## src/rtl/wb_arb_ctrl.sv

```systemverilog
// -----------------------------------------------------------------------------
// wb_arb_ctrl -- fixed-priority Wishbone bus arbiter with address decode and
// transfer watchdog.
//
// Four masters (m0 highest priority .. m3 lowest) compete for one shared bus.
// A grant is taken in IDLE and held, without preemption, for as long as the
// granted master keeps its cyc high. One RELEASE cycle of bus turnaround
// follows every grant, and then requests are re-arbitrated. While a master
// holds the bus, address bits [31:30] select one of three slaves. The fourth
// region is unmapped, and a strobe to it is answered with an arbiter error. A
// 10-bit wait counter ends any strobed beat that gets no ack/err from its slave
// within TIMEOUT cycles, and the arbiter then signals an error.
//
// Parameters
//   TIMEOUT      strobed cycles without a slave response before forced error
//                (2..1023)
// Ports
//   wb_clk       wishbone clock; all state changes on the rising edge
//   wb_rst_n     asynchronous active-low reset
//   m_cyc_i[3:0] master cyc requests, bit0 = m0 (VRAM) .. bit3 = m3 (DMA)
//   m_stb_i[3:0] master strobes
//   gnt_addr_i   address bits [31:30] of the granted master (datapath mux)
//   s_ack_i[2:0] slave acks: bit0 = RAM, bit1 = ROM, bit2 = IO
//   s_err_i[2:0] slave errors
//   grant_o      one-hot grant to the datapath mux, 0 when no master is granted
//   gnt_valid_o  a master holds the bus
//   slv_cyc_o    one-hot slave cyc
//   slv_stb_o    one-hot slave stb
//   arb_err_o    arbiter-generated error (decode miss or timeout), 1-cycle pulse
//   timeout_o    sticky: a timeout has occurred since reset
// -----------------------------------------------------------------------------
module wb_arb_ctrl #(
  parameter int unsigned TIMEOUT = 255
) (
  input  logic       wb_clk,
  input  logic       wb_rst_n,
  input  logic [3:0] m_cyc_i,
  input  logic [3:0] m_stb_i,
  input  logic [1:0] gnt_addr_i,
  input  logic [2:0] s_ack_i,
  input  logic [2:0] s_err_i,
  output logic [3:0] grant_o,
  output logic       gnt_valid_o,
  output logic [2:0] slv_cyc_o,
  output logic [2:0] slv_stb_o,
  output logic       arb_err_o,
  output logic       timeout_o
);

  typedef enum logic [1:0] {
    IDLE    = 2'd0,
    BUS     = 2'd1,
    RELEASE = 2'd2
  } state_e;

  localparam logic [9:0] TIMEOUT_W = 10'(TIMEOUT);

  state_e     state_q, state_d;
  logic [3:0] grant_q, grant_d;
  logic       arb_err_q, arb_err_d;
  logic       timeout_q, timeout_d;
  logic [9:0] wait_q, wait_d;

  logic [3:0] lowest_req;
  logic       gnt_cyc;
  logic       gnt_stb;
  logic [2:0] slv_sel;
  logic       mapped;
  logic       slave_resp;

  // Isolate the lowest set request bit (x & -x), which is the m0-first priority.
  assign lowest_req = m_cyc_i & (~m_cyc_i + 4'd1);

  // grant_q is one-hot or zero, so these reduce to the granted master's bits.
  assign gnt_cyc = |(grant_q & m_cyc_i);
  assign gnt_stb = |(grant_q & m_cyc_i & m_stb_i);

  // Address decode of the granted master's top address bits.
  always_comb begin
    slv_sel = 3'b000;
    mapped  = 1'b1;
    case (gnt_addr_i)
      2'b00:   slv_sel = 3'b001;
      2'b01:   slv_sel = 3'b010;
      2'b10:   slv_sel = 3'b100;
      default: mapped  = 1'b0;
    endcase
  end

  // Only the selected slave's response counts; all other slaves are ignored.
  assign slave_resp = |(slv_sel & (s_ack_i | s_err_i));

  assign gnt_valid_o = (state_q == BUS);
  assign grant_o     = grant_q;
  assign slv_cyc_o   = gnt_valid_o ? slv_sel : 3'b000;
  assign slv_stb_o   = gnt_stb ? slv_cyc_o : 3'b000;
  assign arb_err_o   = arb_err_q;
  assign timeout_o   = timeout_q;

  // Next-state and next-register logic.
  // NOTE: every signal assigned here gets its default first, so no path can
  // leave a signal unassigned and infer a latch.
  always_comb begin
    state_d   = state_q;
    grant_d   = grant_q;
    arb_err_d = 1'b0;
    timeout_d = timeout_q;
    wait_d    = 10'd0;

    case (state_q)
      IDLE: begin
        if (|m_cyc_i) begin
          grant_d = lowest_req;
          state_d = BUS;
        end
      end

      BUS: begin
        // A cycle in which arb_err_o is high terminates the current beat. The
        // strobe seen in that cycle therefore belongs to the beat that already
        // errored, and it neither raises a new error nor starts a new count.
        if (gnt_stb && !arb_err_q) begin
          if (!mapped) begin
            arb_err_d = 1'b1;
          end else if (!slave_resp) begin
            // A slave response in the same cycle takes this branch away, so an
            // ack wins over a timeout that would otherwise fire.
            if (wait_q + 10'd1 == TIMEOUT_W) begin
              arb_err_d = 1'b1;
              timeout_d = 1'b1;
            end else begin
              wait_d = wait_q + 10'd1;
            end
          end
        end

        // The grant is held until the owner drops cyc. A higher-priority
        // request that arrives meanwhile waits for the next IDLE.
        if (!gnt_cyc) begin
          state_d = RELEASE;
          grant_d = 4'b0000;
          wait_d  = 10'd0;
        end
      end

      RELEASE: begin
        state_d = IDLE;
      end

      default: begin
        state_d = IDLE;
        grant_d = 4'b0000;
      end
    endcase
  end

  // NOTE: sequential state uses non-blocking assignments only, so every
  // register samples the pre-edge values of the others.
  // Every register here is a small control flop, so all of them get a reset
  // value and reset leaves no stale grant, error or count behind.
  always_ff @(posedge wb_clk or negedge wb_rst_n) begin
    if (!wb_rst_n) begin
      state_q   <= IDLE;
      grant_q   <= 4'b0000;
      arb_err_q <= 1'b0;
      timeout_q <= 1'b0;
      wait_q    <= 10'd0;
    end else begin
      state_q   <= state_d;
      grant_q   <= grant_d;
      arb_err_q <= arb_err_d;
      timeout_q <= timeout_d;
      wait_q    <= wait_d;
    end
  end

endmodule

```

## config.mk

```make
export PLATFORM = sky130hd
export DESIGN_NAME = wb_arb_ctrl
export DESIGN_NICKNAME = d
export VERILOG_FILES = /design/src/rtl/wb_arb_ctrl.sv
export SDC_FILE = /design/constraint.sdc
export NUM_CORES = 1
export LEC_CHECK = 0
export CAP_MARGIN = 5
export CORE_ASPECT_RATIO = 0.7
export CORE_MARGIN = 4
export CORE_UTILIZATION = 52
export DETAILED_ROUTE_END_ITERATION = 8
export GPL_TIMING_DRIVEN = 0
export PLACE_DENSITY = 0.81
export SYNTH_ARGS = -nofsm -noshare
export SYNTH_HDL_FRONTEND = slang
export SYNTH_SLANG_ARGS = --single-unit
```

## constraint.sdc

```tcl
create_clock -name wb_clk -period 4.11 [get_ports wb_clk]
set_clock_uncertainty 0.1 [all_clocks]
set_input_delay 0.822 -clock wb_clk [delete_from_list [all_inputs] [get_ports wb_clk]]
set_output_delay 0.822 -clock wb_clk [all_outputs]
set_load 0.01 [all_outputs]
```

==> After elaboration in Yosys (flattened, before gate mapping) <==
Cells that the tools add are included.
{ "totals": {"reg_bits": 18, "wordCells": 55} }
{ "op_classes": {"n_addsub": 2, "n_eq_ne": 7, "n_mux": 21, "bitwise": 8, "n_reduce_logical": 12} }
{ "ops": {"columns": ["cell", "n"], "rows": [
  ["2-to-1 mux 10 bit", 6],
  ["AND 4 bit", 3],
  ["one-hot mux 4 bit (3 select lines)", 1],
  ["OR reduction 4 bit", 3],
  ["adder 10 x 1 -> 10 bit, second input constant", 1],
  ["== test 10 x 8 -> 1 bit, second input constant", 1],
  ["one-hot mux 3 bit (3 select lines)", 1],
  ["2-to-1 mux 4 bit", 2],
  ["2-to-1 mux 1 bit", 6],
  ["2-to-1 mux 3 bit", 2],
  ["OR reduction 3 bit", 2],
  ["AND reduction 5 bit", 1],
  ["adder 4 x 1 -> 4 bit, second input constant", 1],
  ["== test 2 x 1 -> 1 bit, second input constant", 2],
  ["== test 2 bit, second input constant", 2],
  ["logical NOT 2 bit", 2],
  ["2-to-1 mux 2 bit", 2],
  ["!= test 2 bit, second input constant", 2],
  ["inverter 4 bit", 1],
  ["one-hot mux 2 bit (2 select lines)", 1],
  ["AND 3 bit", 1],
  ["bitwise OR 3 bit", 1],
  ["AND reduction 3 bit", 1],
  ["inverter 1 bit", 2],
  ["other kinds (3)", 3]
]} }

==> Depth between registers and ports, before layout <==
{ "logic_depth": {"depth_word": 9, "depth_mapped": 7, "depth_no_buf": 7} }

==> Worst setup path after synthesis <==
No wires, ideal clock.
{ "synth_path": {"path_type": "input to output", "startpoint": "input gnt_addr_i[1]", "endpoint": "output slv_stb_o[1]", "t_arrival_ns": 1.412, "t_required_ns": 3.188, "slack_ns": 1.776, "path_stages": 2, "path_buffers": 0, "cell_sequence": "nor3b_1 > and2_1"} }
{ "synth_between": {"elab_chain_len": 4, "word_cells_on_any_way": 6, "classes_between": "eq/ne: 2; mux: 3; reduce/logical: 1"} }
{ "synth_rtl": {"columns": ["item", "line_no", "source"], "rows": [
  ["start: declaration", "39", "input logic [1:0] gnt_addr_i,"],
  ["== test 2 bit, or another cell as far along", "82", "case (gnt_addr_i)"],
  ["one-hot mux 3 bit (3 select lines) *", "82", null],
  ["2-to-1 mux 3 bit *", "95", "assign slv_cyc_o = gnt_valid_o ? slv_sel : 3'b000;"],
  ["2-to-1 mux 3 bit *", "96", "assign slv_stb_o = gnt_stb ? slv_cyc_o : 3'b000;"],
  ["end: declaration", "45", "output logic [2:0] slv_stb_o,"]
]} }
Mark *: on every way between the ends. The rest lies on a longest branch, timed or not.

==> Final worst setup path <==
{ "layout_path": {"startpoint": "input m_cyc_i[2]", "endpoint": "output slv_stb_o[0]"} }
{ "layout_between": {"elab_chain_len": 4} }
{ "layout_rtl": {"columns": ["item", "line_no", "source"], "rows": [
  ["start: declaration", "37", "input logic [3:0] m_cyc_i,"],
  ["AND 4 bit (2 in a row)", "76", "assign gnt_stb = |(grant_q & m_cyc_i & m_stb_i);"],
  ["OR reduction 4 bit", "76", null],
  ["2-to-1 mux 3 bit", "96", null]
]} }
No other way between the ends.

==> summary.md <==
| Metric | Value |
|---|---|
| Setup slack after layout | `between 0.8 and 0.9 ns` |
| TritonCTS clock tree | `done` |
| Initial antenna violation count | `0` |
| RSZ-0062 raised after global routing | `no` |
| Final Critical Period | `around 3.3 ns` |
| Cells along the critical path | `clkdlybuf4s50_1 > nand3_1 > nand4_1 > and2_1 > clkdlybuf4s50_1` |
| MaxCap Viol Count | `0` |
| Hold_buf cts | `0` |
| Met3 usage | `~5.6%` |
| CP Launch Type | `input pin` |
| Setup crit end | `slv_stb_o[0]` |
| Die area | `between 3000 and 4000 um^2` |
| DP Worst Slack | `between 0.8 and 0.9 ns` |
| Maximum number of pins on one net before global-route repair | `19` |
| Rel. slew slack | `between 40% and 50%` |
| Mapped Area | `approximately 1200 um^2` |
| Netlist cell types | `49` |
| Final worst path period share | `79.7%` |
| Cell Rows | `14` |
| Initial DRT Pass Iterations | `4` |
| Critical path's most frequent cell | `clkdlybuf4s50_1` |
| Hpwl dp | `about 2400 um` |
| Syn Area/Cell | `around 9.4 um^2` |
| Clock Latency Late Sink | `roughly 0.30 ns` |
| Placed cell area | `roughly 1600 um^2` |
| GR met2 Demand/Resource | `31.4%` |
| I/O Pins | `31` |
| Worst reg2reg endpoint | `wait_q[2]` |
| Final count of hold timing violations | `0` |
| CP Data Arrival Time | `between 2 and 2.5 ns` |
| Clk buf depth | `2` |
| Synth Register Bits | `18` |
| Routed wire length | `between 3000 and 4000 um` |
| Pint | `approximately 0.34 mW` |
| Max-slew violation count | `0` |
| IO Port Bufs | `30` |
| Setup TNS | `0 ns` |
| Synth Instances | `between 100 and 150` |
| All-Layer GR Usage | `approximately 22%` |
| Buffer count from post-CTS setup fixing | `0` |
| Die Wd | `between 60 and 70 um` |
| Diodes inserted | `0` |
| First-pass GRT wire length | `about 5300 um` |
| Busiest grt layer | `met1` |
| Vias per cell | `around 5.7` |
| GR Overflow Total | `0` |
| Max IR drop VDD | `about 0.26 mV` |
| Top-area cell type share of the netlist area | `about 37%` |
| Worst-margin pin slew | `around 0.8 ns` |
| Worst setup EP type | `output port` |
| FILL cells | `roughly 170` |
| Post-CTS Resized | `0` |
| Setup crit start | `m_cyc_i[2]` |
| Number of synthesized flops with an enable pin | `0` |
| Clock transition at the registers of the reported paths | `0.09 ns` |
| CP Data Required Time | `between 3 and 4 ns` |
| Final GP Congestion | `0.818` |
| ANT nets after route | `0` |
| Final Net Count | `184` |
| Vias in the first global route | `1057` |
| CTS Sinks | `18` |
| Switching power | `0.159 mW` |
| Post-synth top area cell | `dfrtp_1` |
| Syn. warnings | `0` |
| P_leak | `around 0.61 nW` |
| Reg2reg setup slack | `between 2 and 2.5 ns` |
| Setup violations, final | `0` |
| Met1 usage | `between 30 and 40%` |
| Worst hold start | `timeout_o` |
| Slowest-stage cell, CP | `clkdlybuf4s50_1` |
| DRT iter0 DRCs | `54` |
| Part of the power in combinational logic | `34.1%` |
| Vert. Die Dim | `between 40 and 50 um` |
| Reg2Reg Depth | `6` |
| Multi-input logic area | `between 700 and 800 um^2` |
| Status | `completed` |
| Core area | `~2200 um^2` |
| FMAX | `between 300 and 400 MHz` |
| DRC Markers | `0` |
| Async S/R FF share, synth | `100%` |
| CTS root buf | `clkbuf_4` |
| Htree depth | `1` |
| HP Class | `reg2reg` |
| Crit Path Class | `in2out` |
| Total Power | `0.502 mW` |
| Crit-path max cell delay | `around 0.55 ns` |
| Layout cells sized above 1 | `11.7%` |
| Area contributors post-synth | `dfrtp_1, nor2_1, xnor2_1` |
| Switching fraction of total power | `between 30% and 40%` |
| Starting Density | `between 50% and 60%` |
| Seq pwr share | `44.6%` |
| Crit-path max FO | `5` |
| Critical R2R Launch | `wait_q[0]` |
| CTS Buf Count | `3` |
| WL per Instance | `15.6 um` |
| Layout area overhead | `31.1%` |
| Final Cell Area | `roughly 1600 um^2` |
| Main synth FF type | `dfrtp_1` |
| PwrDens | `between 300 and 400 nW/um^2` |
| Seq/Total Area, Yosys | `37.2%` |
| Post-Syn Nets | `149` |
| Clock power frac | `a little over a fifth` |
| FF+latch area | `approximately 450 um^2` |
| Via count | `approximately 1100` |
[cells by family (layout without fill, tap and decap cells)]
kind of cell               Yosys count  after routing  synth area share, %
AOI/OAI and AO/OA                   28             28                 20.2
xor gates and xnor gates             7              7                 5.06
adders and majority gates            2              2                 2.07
buffers and inverters               10             44                 4.44
DFF                                 18             18                 37.2
and+or+nand+nor                     64             64                 31.0
[cells in the final DEF (no fill, tap or decap), types with 3 or more instances in the layout]
cell type / n
clkdlybuf4s50_1: 30
dfrtp_1: 18
nor2_1: 13
nand3_1: 7
nor3_1: 7
nand2_1: 6
inv_1: 5
xnor2_1: 5
nand4_1: 5
nor3b_1: 5
and2_1: 4
o21ai_0: 3
a22o_1: 3
clkbuf_4: 3
[stage by stage]
stage / instances / hold WS, ns / util (%)
floorplan: 129 / 0.366 / -
global route: 195 / 0.422 / 72.5
finish: 195 / 0.387 / 72.5
CTS: 195 / 0.397 / 72.5
global placement: 191 / 0.368 / 70.9
detailed placement: 191 / 0.369 / 70.9
[synthesized netlist by cell type, types with 3 or more instances]
library cell / instances
nand4_1: 5
a22o_1: 3
xnor2_1: 5
nor3_1: 7
nor2_1: 13
o21ai_0: 3
nand2_1: 6
and2_1: 4
nand3_1: 7
nor3b_1: 5
dfrtp_1: 18
inv_1: 5
[critical path, delay by kind of cell]
kind | cells | cell delay, ns
buf+inv | 2 | 1.09
simple gates | 3 | 0.43
[routing by layer]
| layer | up-vias | wire length, um |
|---|---|---|
| met3 | 0 | 212 |
| met1 | 525 | 1450 |
| met4 | 0 | 0 |
| met2 | 40 | 1370 |
| met5 | - | 0 |
| li1 | 545 | - |
[how the worst min path moves through the flow]
stage,cells after the start,slack (ns),to
floorplan,1,0.37,wait_q[0]
global placement,2,0.37,timeout_o
detailed placement,2,0.37,timeout_o
CTS,2,0.40,timeout_o
global route,2,0.42,timeout_o
finish,2,0.39,timeout_o
[state kept, by name, indices dropped and copies added (netlist names)]
register	count
timeout_o	1
wait_q	10
state_q	2
arb_err_o	1
grant_o	4
[layout make-up]
type	instances	area share, %
multi-input combinational	101	44.5
sequential	18	28.4
timing repair buffer	30	18.9
tap	32	2.52
clock buffer	4	2.29
buffer	5	2.21
inverter	5	1.18
[power groups by stage]
| stage | Sequential (mW) | Combinational [mW] | Clock (mW) |
|---|---|---|---|
| 4_1_cts | 0.223 | 0.173 | 0.111 |
| 5_1_grt | 0.230 | 0.187 | 0.121 |
| 3_5_place_dp | 0.226 | 0.172 | 0 |
| 3_3_place_gp | 0.224 | 0.165 | 0 |
| 6_report | 0.224 | 0.171 | 0.107 |
| 2_1_floorplan | 0.224 | 0.0831 | 0 |
Power figures use the tool's default switching activity.
